$ cat src/rtl/mem_arb2.sv
// Two-port round-robin arbiter in front of a single-ported, combinationally read memory.
// Optional address range check enabled by defining MEM_ARB_ADDR_CHECK_EN.
module mem_arb2 #(
    parameter int unsigned MEM_WORDS = 1024
) (
    input  logic        i_clk,
    input  logic        i_rst_n,
    input  logic        i_req0,
    input  logic        i_req1,
    input  logic        i_wr0,
    input  logic        i_wr1,
    input  logic [15:0] i_addr0,
    input  logic [15:0] i_addr1,
    input  logic [15:0] i_wdata0,
    input  logic [15:0] i_wdata1,
    output logic        o_ack0,
    output logic        o_ack1,
    output logic [15:0] o_rdata0,
    output logic [15:0] o_rdata1,
    output logic        o_err0,
    output logic        o_err1,
    output logic        o_mem_wr,
    output logic        o_mem_rd,
    output logic [15:0] o_mem_address,
    output logic [15:0] o_mem_data,
    input  logic [15:0] i_mem_data,
    output logic        o_busy
);

    localparam int unsigned AW = 16;
    localparam int unsigned DW = 16;

`ifdef MEM_ARB_ADDR_CHECK_EN
    localparam bit ADDR_CHECK = 1'b1;
`else
    localparam bit ADDR_CHECK = 1'b0;
`endif

    typedef enum logic {
        IDLE   = 1'b0,
        ACCESS = 1'b1
    } state_t;

    state_t          state, state_d;
    logic            prio, prio_d;          // port that wins the next tie
    logic            cmd_port, cmd_port_d;
    logic            cmd_wr, cmd_wr_d;
    logic            cmd_err, cmd_err_d;
    logic [AW-1:0]   cmd_addr, cmd_addr_d;
    logic [DW-1:0]   cmd_wdata, cmd_wdata_d;
    logic            ack0_d, ack1_d, err0_d, err1_d;
    logic            mem_wr_d, mem_rd_d;
    logic [DW-1:0]   rdata0_d, rdata1_d;
    logic            grant_port;
    logic            sel_wr;
    logic [AW-1:0]   sel_addr;
    logic [DW-1:0]   sel_wdata;
    logic            sel_err;
    logic [DW-1:0]   rd_value;

    // Next state, command capture and registered output values
    always_comb begin
        state_d     = state;
        prio_d      = prio;
        cmd_port_d  = cmd_port;
        cmd_wr_d    = cmd_wr;
        cmd_err_d   = cmd_err;
        cmd_addr_d  = cmd_addr;
        cmd_wdata_d = cmd_wdata;
        ack0_d      = 1'b0;
        ack1_d      = 1'b0;
        err0_d      = 1'b0;
        err1_d      = 1'b0;
        mem_wr_d    = 1'b0;
        mem_rd_d    = 1'b0;
        rdata0_d    = o_rdata0;
        rdata1_d    = o_rdata1;

        grant_port = (i_req0 && i_req1) ? prio : i_req1;
        sel_wr     = grant_port ? i_wr1    : i_wr0;
        sel_addr   = grant_port ? i_addr1  : i_addr0;
        sel_wdata  = grant_port ? i_wdata1 : i_wdata0;
        sel_err    = ADDR_CHECK && (32'(sel_addr) >= MEM_WORDS);
        rd_value   = cmd_err ? DW'(0) : i_mem_data;

        case (state)
            IDLE: begin
                if (i_req0 || i_req1) begin
                    state_d     = ACCESS;
                    prio_d      = ~grant_port;
                    cmd_port_d  = grant_port;
                    cmd_wr_d    = sel_wr;
                    cmd_err_d   = sel_err;
                    cmd_addr_d  = sel_addr;
                    cmd_wdata_d = sel_wdata;
                    mem_wr_d    = sel_wr && !sel_err;
                    mem_rd_d    = !sel_wr;
                end
            end
            ACCESS: begin
                state_d = IDLE;
                if (cmd_port) begin
                    ack1_d = 1'b1;
                    err1_d = cmd_err;
                    if (!cmd_wr) begin
                        rdata1_d = rd_value;
                    end
                end else begin
                    ack0_d = 1'b1;
                    err0_d = cmd_err;
                    if (!cmd_wr) begin
                        rdata0_d = rd_value;
                    end
                end
            end
            default: state_d = IDLE;
        endcase
    end

    // State, command and output registers
    always_ff @(posedge i_clk or negedge i_rst_n) begin
        if (!i_rst_n) begin
            state     <= IDLE;
            prio      <= 1'b0;
            cmd_port  <= 1'b0;
            cmd_wr    <= 1'b0;
            cmd_err   <= 1'b0;
            cmd_addr  <= '0;
            cmd_wdata <= '0;
            o_ack0    <= 1'b0;
            o_ack1    <= 1'b0;
            o_err0    <= 1'b0;
            o_err1    <= 1'b0;
            o_mem_wr  <= 1'b0;
            o_mem_rd  <= 1'b0;
            o_rdata0  <= '0;
            o_rdata1  <= '0;
        end else begin
            state     <= state_d;
            prio      <= prio_d;
            cmd_port  <= cmd_port_d;
            cmd_wr    <= cmd_wr_d;
            cmd_err   <= cmd_err_d;
            cmd_addr  <= cmd_addr_d;
            cmd_wdata <= cmd_wdata_d;
            o_ack0    <= ack0_d;
            o_ack1    <= ack1_d;
            o_err0    <= err0_d;
            o_err1    <= err1_d;
            o_mem_wr  <= mem_wr_d;
            o_mem_rd  <= mem_rd_d;
            o_rdata0  <= rdata0_d;
            o_rdata1  <= rdata1_d;
        end
    end

    assign o_mem_address = cmd_addr;
    assign o_mem_data    = cmd_wdata;
    assign o_busy        = (state == ACCESS);

endmodule

$ cat config.mk
export PLATFORM = sky130hd
export DESIGN_NAME = mem_arb2
export DESIGN_NICKNAME = d
export VERILOG_FILES = /design/src/rtl/mem_arb2.sv
export SDC_FILE = /design/constraint.sdc
export NUM_CORES = 1
export LEC_CHECK = 0
export BUFFER_PORTS_ARGS = -buffer_cell sky130_fd_sc_hd__buf_2
export CAP_MARGIN = 20
export CORE_ASPECT_RATIO = 0.8
export CORE_UTILIZATION = 48
export DETAILED_ROUTE_END_ITERATION = 16
export GPL_TIMING_DRIVEN = 1
export PLACE_DENSITY = 0.84
export SKIP_CTS_REPAIR_TIMING = 1
export SKIP_LAST_GASP = 1
export SLEW_MARGIN = 30
export SYNTH_ARGS = -nofsm -noshare
export SYNTH_HDL_FRONTEND = slang
export SYNTH_SLANG_ARGS = --single-unit
$ cat constraint.sdc
create_clock -name i_clk -period 2.4 [get_ports i_clk]
set_clock_uncertainty 0.15 [all_clocks]
set_input_delay 0.12 -clock i_clk [delete_from_list [all_inputs] [get_ports i_clk]]
set_output_delay 0.12 -clock i_clk [all_outputs]
set_load 0.02 [all_outputs]
==> qor.yml, run 1 <==
status: "complete, but fails checks"
failed_checks: "negative hold slack"
ys_async_sr_fraction: 1.00
fillers: 320
ant_nets: 0
nNetsFinal: 530
arrival_ns: 2.35
tns_ns: 0
io_pins: 157
crit_required_ns: 2.47
numCtsBuffers: 9
fin_crit_sh: 0.950
design_area_sq_um: 4890
ctsLongestPathBuffers: 2
via_per_inst: 5.22
dp.cells: 432
cts_root_buf: "clkbuf_8"
hpwl_um: 4980
drcViolationCount: 0
fmax_mhz: 439
ys_seq_area_frac: 0.602
slew_headroom: 0.523
slew_violations: 0
max_cap_viol_count: 0
track_usage: 0.218
utilization: 0.818
grt_overflow: 0
worst-setup-path-type: "reg -> reg"
grt_setup_unrepaired: "false"
hold_class: "in -> reg"
drtPass1Iterations: 4
die_area_sq_um: 6560
start_util: 0.501
dpl_cell_area_sq_um: 3850
synth-seq-cells: 72
start_kind: "flop"
crit_path_max_fanout: 20
drtIter0Drc: 98
fin_hold_ws_ns: -0.0240
top_layer: "met4"
grt_pass1_wl_um: 10900
synthCells: 204
coreArea_sq_um: 5970
rows: 25
grt_max_degree: 45
port_buffers: 154
avgRoutedWirePerCell_um: 17.6
syn2layout_area_growth_pct: 63.2
die_height_um: 72.7
wl_met1_um: 3890
yosys_warnings: 0
gp_congestion: 0.738
synth.distinct_cells: 26
stdcell_count: 530
route.met2.wl_um: 4520
clk_pin_slew_worst_paths_ns: 0.07
drt_wl_total_um: 9300
period_needed_ns: 2.28
synth_edf_count: 0
antenna_found_initial: 0
cts_tree: "built"
syn_area_sq_um: 3000
dr_wl_met3_um: 694
dominantRegCellSynth: "dfrtp_1"
syn_avg_cell_area_sq_um: 14.7
pwr_density_cell_nw_per_um2: 999
diodes: 0
cts_max_level: 3
die-width_um: 90.3
setup_viol: 0
ir_worst_vdd_uv: 437
hold_violations: 1
grt_pass1_vias: 2178
power.leakage_nw: 2.46
layout-drive-gt1-share: 0.470
cts_sinks: 72
clk_latency_ns: 0.35
tightest_slew_ns: 0.715
worstSetupEndpointType: "flop"
vias: 2764
==> worst max-delay path, cell delays in order, from the launching register on <==
cell,delay (ns)
dfrtp_1,0.48
o21bai_2,0.41
and2_0,0.25
a221o_1,0.27
dlygate4sd3_1,0.59
==> per-layer routing <==
layer | track usage | up-vias
li1 | - | 1228
met1 | 0.294 | 1358
met4 | 0.0591 | 0
met5 | 0 | -
met2 | 0.351 | 156
met3 | 0.0656 | 22
==> per-stage QoR <==
stage,power (mW),setup slack [ns],hold WS (ns)
final,4.89,0.120,-0.0240
after global placement,3.56,0.631,0.0373
after CTS,4.69,0.549,-0.327
after global routing,5.10,0.00171,-0.00205
after floorplan,2.98,0.741,-0.326
after detailed placement,3.62,0.546,0.0575
==> power breakdown <==
part | internal (mW) | switching (mW)
Combinational | 0.932 | 1.04
Sequential | 1.63 | 0.224
Clock | 0.614 | 0.453
Total | 3.17 | 1.71
==> Yosys cell counts (all sizes together) (2+ instances only) <==
| master | instances | area, sq um |
|---|---|---|
| inv | 3 | 11.3 |
| mux2 | 32 | 432 |
| buf | 13 | 95.1 |
| nor2 | 2 | 7.51 |
| clkbuf | 2 | 7.51 |
| a221o | 32 | 320 |
| and2 | 33 | 206 |
| dfrtp | 72 | 1800 |
| a21o | 2 | 15.0 |
| o21a | 2 | 15.0 |
| nor2b | 2 | 15.0 |
==> cell families (layout without fill, tap and decap cells) <==
| logic type | count (synthesis) | in the layout | synth area share |
|---|---|---|---|
| AO/OA/AOI/OAI | 40 | 40 | 0.129 |
| buffers and inverters | 18 | 262 | 0.0380 |
| flip-flops | 72 | 72 | 0.602 |
| multiplexers | 32 | 32 | 0.144 |
| other | 1 | 2 | 0.00125 |
| AND/OR/NAND/NOR | 41 | 41 | 0.0856 |
==> cell usage in the layout, fill, tap and decap left out, types with 2 or more instances in the layout <==
master	count
a21o_1	2
a221o_1	32
and2_0	30
and2_1	3
buf_2	154
buf_4	6
bufinv_16	2
clkbuf_8	10
clkinv_2	2
conb_1	2
dfrtp_1	72
dlygate4sd3_1	82
inv_1	3
mux2_2	12
mux2_4	19
nor2_1	2
o21a_1	2
==> sequential cells by signal, summed over array words and instances (netlist names) <==
| name | cells |
|---|---|
| o_rdata1 | 16 |
| o_mem_rd | 1 |
| o_ack1 | 1 |
| o_mem_wr | 1 |
| prio | 1 |
| cmd_port | 1 |
| o_rdata0 | 16 |
| o_ack0 | 1 |
| o_mem_data | 16 |
| o_busy | 1 |
| cmd_wr | 1 |
| o_mem_address | 16 |
==> layout make-up <==
| class | instances | area [sq um] | area share |
|---|---|---|---|
| Tap cell | 81 | 101 | 0.0207 |
| Sequential cell | 72 | 1800 | 0.369 |
| Clock inverter | 5 | 78.8 | 0.0161 |
| Clock buffer | 11 | 141 | 0.0289 |
| Inverter | 3 | 11.3 | 0.00230 |
| Timing Repair Buffer | 243 | 1660 | 0.339 |
| Multi-Input combinational cell | 115 | 1100 | 0.224 |
==> worst paths after layout <==
path | to | from | cells past startpoint | slack [ns]
min in group asynchronous | o_rdata1[1] | i_rst_n | 2 | 0.22
max | o_mem_data[13] | o_busy | 4 | 0.12
max reg2reg | o_mem_data[13] | o_busy | 4 | 0.12
max in group asynchronous | o_rdata0[2] | i_rst_n | 3 | 1.21
min | o_mem_wr | i_wr1 | 4 | -0.02
min reg2reg | o_rdata0[2] | o_rdata0[2] | 1 | 0.35
Power figures use the tool's default switching activity.
==> run 2, diff against run 1 <==
ABC_AREA = 1   (was default)
CORE_UTILIZATION = 49   (was 48)
PLACE_DENSITY = 0.85   (was 0.84)
==> run 2 against run 1 <==
The run now ends clean. Global-route usage up 2.9 points. Critical path type unchanged. Total power increased by 4.0%. Critical path depth increased by 3. Synthesized cell count rose by 64%. Setup slack better by 0.15 ns. Fmax grew 7.1%.
==> qor.yml, run 2 <==
seqPwrFrac: 0.365  # -0.014
die_height_um: 74.2  # +2.1%
syn_area_sq_um: 3190  # +6.6%
yosys-top-cells-count: "dfrtp_1, nand3_1, nand2_1, nand4_1, inv_1"
yosys.area.top_type_share: 0.564  # -0.0372
crit_path_cell_trace: "inv_1 > nand2_2 > nand2_2 > buf_4 > nand3_1 > nand3_1 > dlygate4sd3_1"
via_per_inst: 5.52  # +5.9%
synth-seq-cells: 72  # unchanged
grt_pass1_wl_um: 13200  # +21%
crit_slowest_cell: "dlygate4sd3_1"
coreArea_sq_um: 6100  # +2.1%
syn_avg_cell_area_sq_um: 9.56  # -35%
slew_headroom: 0.390  # -0.133
yosys_warnings: 0  # unchanged
die-width_um: 92.3  # +2.1%
synth_top_family_by_area: "simple AND/OR/NAND/NOR gates"
crit_path_max_fanout: 22  # +10%
cts_tree: "built"
synth_top_area_cell: "dfrtp_1"
ys_seq_area_frac: 0.564  # -0.0372
io_pins: 157  # unchanged
drcViolationCount: 0  # unchanged
fmax_mhz: 470  # +7.1%
start_kind: "flop"
synthTopCellsByArea: "dfrtp_1, nand3_1, nand2_1"
grtUsageMet3: 0.0603  # -0.00530
rows: 25  # unchanged
post-synth-top-count-cell: "dfrtp_1"
grt_max_degree: 73  # +62%
gp_congestion: 0.888  # +20%
antenna_found_initial: 1  # +1
grt_pass1_vias: 2881  # +32%
stdcell_count: 650  # +23%
drt_wl_total_um: 11100  # +19%
hold_violations: 0  # -1
track_usage: 0.247  # +0.0285
die_area_sq_um: 6840  # +4.3%
cts_root_buf: "clkbuf_8"
drtPass1Iterations: 5  # +1
max_cap_viol_count: 0  # unchanged
synth.distinct_cells: 20  # -23%
start_util: 0.523  # +0.0221
port_buffers: 154  # unchanged
p_comb_frac: 0.399  # -0.004
pwr_density_cell_nw_per_um2: 1000  # +0.31%
power.leakage_nw: 2.65  # +7.6%
tns_ns: 0  # unchanged
p_int_mw: 3.17  # -0.17%
ir_worst_vdd_uv: 604  # +38%
numCtsBuffers: 9  # unchanged
vias: 3591  # +30%
nNetsFinal: 649  # +22%
ctsLongestPathBuffers: 2  # unchanged
critPathMaxStageDelay_ns: 0.56  # -0.03 ns
ant_nets: 0  # unchanged
crit_required_ns: 2.54  # +0.07 ns
synth_edf_count: 0  # unchanged
tightest_slew_ns: 0.911  # +0.196 ns
hpwl_um: 5560  # +12%
worst-setup-path-type: "reg -> reg"
met1_usage: 0.306  # +0.0128
critPathBufInv: 3  # +2
clkPwrFrac: 0.236  # +0.017
status: "completed"
setup_viol: 0  # unchanged
met2_usage: 0.416  # +0.0651
syn2layout_area_growth_pct: 58.7
slew_violations: 0  # unchanged
synth_mux_area_frac: 0  # -0.144
power.share.switching: 0.376  # +0.0259
avgRoutedWirePerCell_um: 17.1  # -2.8%
dp.cells: 550  # +27%
synth_xor_area_frac: 0  # unchanged
drtIter0Drc: 222  # +130%
grt_setup_unrepaired: "false"
clk_latency_ns: 0.35  # about the same
worstSetupEndpointType: "flop"
layout-drive-gt1-share: 0.379  # -0.0914
clk_pin_slew_worst_paths_ns: 0.08  # about the same
fin_crit_sh: 0.887  # -0.0628
hold_class: "in -> reg"
dpl_cell_area_sq_um: 3980  # +3.3%
busiest_layer: "met2"
synth_simple_gate_area_frac: 0.275  # +0.189
period_needed_ns: 2.13  # -0.151 ns
cts_sinks: 72  # unchanged
grt_overflow: 0  # unchanged
cts_max_level: 3  # unchanged
synth_compound_area_frac: 0.0788  # -0.0507
ys_async_sr_fraction: 1.00  # unchanged
dominantRegCellSynth: "dfrtp_1"
design_area_sq_um: 5070  # +3.7%
mostFrequentLayoutCell: "buf_2"
arrival_ns: 2.27  # -0.08 ns
synthAdderAreaFrac: 0  # unchanged
synthCells: 334  # +64%
p_sw_mw: 1.91  # +12%
crit_family: "buffers and inverters"
final_cell_mix: "buf_2, dlygate4sd3_1, dfrtp_1"
## run 2: cell count changes after synthesis, sizes merged, moves of 20 or more
cell   change
nand4     +32
mux2      -32
a221o     -32
nand3     +66
and2      -33
nand2     +73
inv       +20
o21ai     +34
## run 2: path summary, 6_finish.rpt
check | start | endpoint | slack (ns) | cells after the start
hold / removal | i_wr1 | o_mem_wr | 0.06 | 5
setup / recovery | prio | o_mem_address[10] | 0.27 | 7
hold reg to reg | o_rdata1[5] | o_rdata1[5] | 0.34 | 2
setup reg to reg | prio | o_mem_address[10] | 0.27 | 7
max in group asynchronous | i_rst_n | o_rdata1[15] | 1.46 | 2
min in group asynchronous | i_rst_n | o_mem_address[5] | 0.20 | 2
## run 2: kinds of logic after synthesis
group,count (synthesis)
AND/OR/NAND/NOR,175
other,1
flip-flops,72
AO/OA/AOI/OAI,36
buffers and inverters,50
## run 2: area by class of cell
cell class / instances / area (sq um)
sequential: 72 / 1800
timing repair buffer: 244 / 1690
multi-input combinational: 213 / 1140
fill: 363 / 1030
clock buffer: 11 / 151
clock inverter: 5 / 103
tap: 81 / 101
inverter: 23 / 86.3
antenna: 1 / 2.50
## run 2: per-layer routing
| layer | share of wire | routed length, um | up-vias |
|---|---|---|---|
| li1 | - | - | 1591 |
| met1 | 0.36 | 4010 | 1692 |
| met2 | 0.51 | 5600 | 243 |
| met3 | 0.074 | 822 | 65 |
| met4 | 0.059 | 650 | 0 |
| met5 | 0 | 0 | - |
## run 2: power groups by stage
stage / clock network (mW) / logic (mW) / registers (mW)
6_report: 1.20 / 2.03 / 1.85
5_1_grt: 1.26 / 2.18 / 1.89
4_1_cts: 1.21 / 1.73 / 1.84
3_5_place_dp: 0 / 1.73 / 1.86
3_3_place_gp: 0 / 1.69 / 1.85
2_1_floorplan: 0 / 0.617 / 2.34
## run 2: worst register-to-register path, cell delays in order, from the launching register on
cell and delay, ns:
dfrtp_1 0.36, inv_1 0.08, nand2_2 0.07, nand2_2 0.24
buf_4 0.33, nand3_1 0.17, nand3_1 0.11, dlygate4sd3_1 0.56
## run 2: stage by stage
step	power, mW	worst slack, ns	util	hold WS (ns)
final	5.08	0.271	0.831	0.0637
after global routing	5.34	0.150	0.831	0.0704
after CTS	4.78	0.919	0.694	-0.222
after detailed placement	3.58	0.928	0.652	0.152
after global placement	3.53	0.934	0.652	0.151
after floorplan	2.96	1.02	-	-0.326
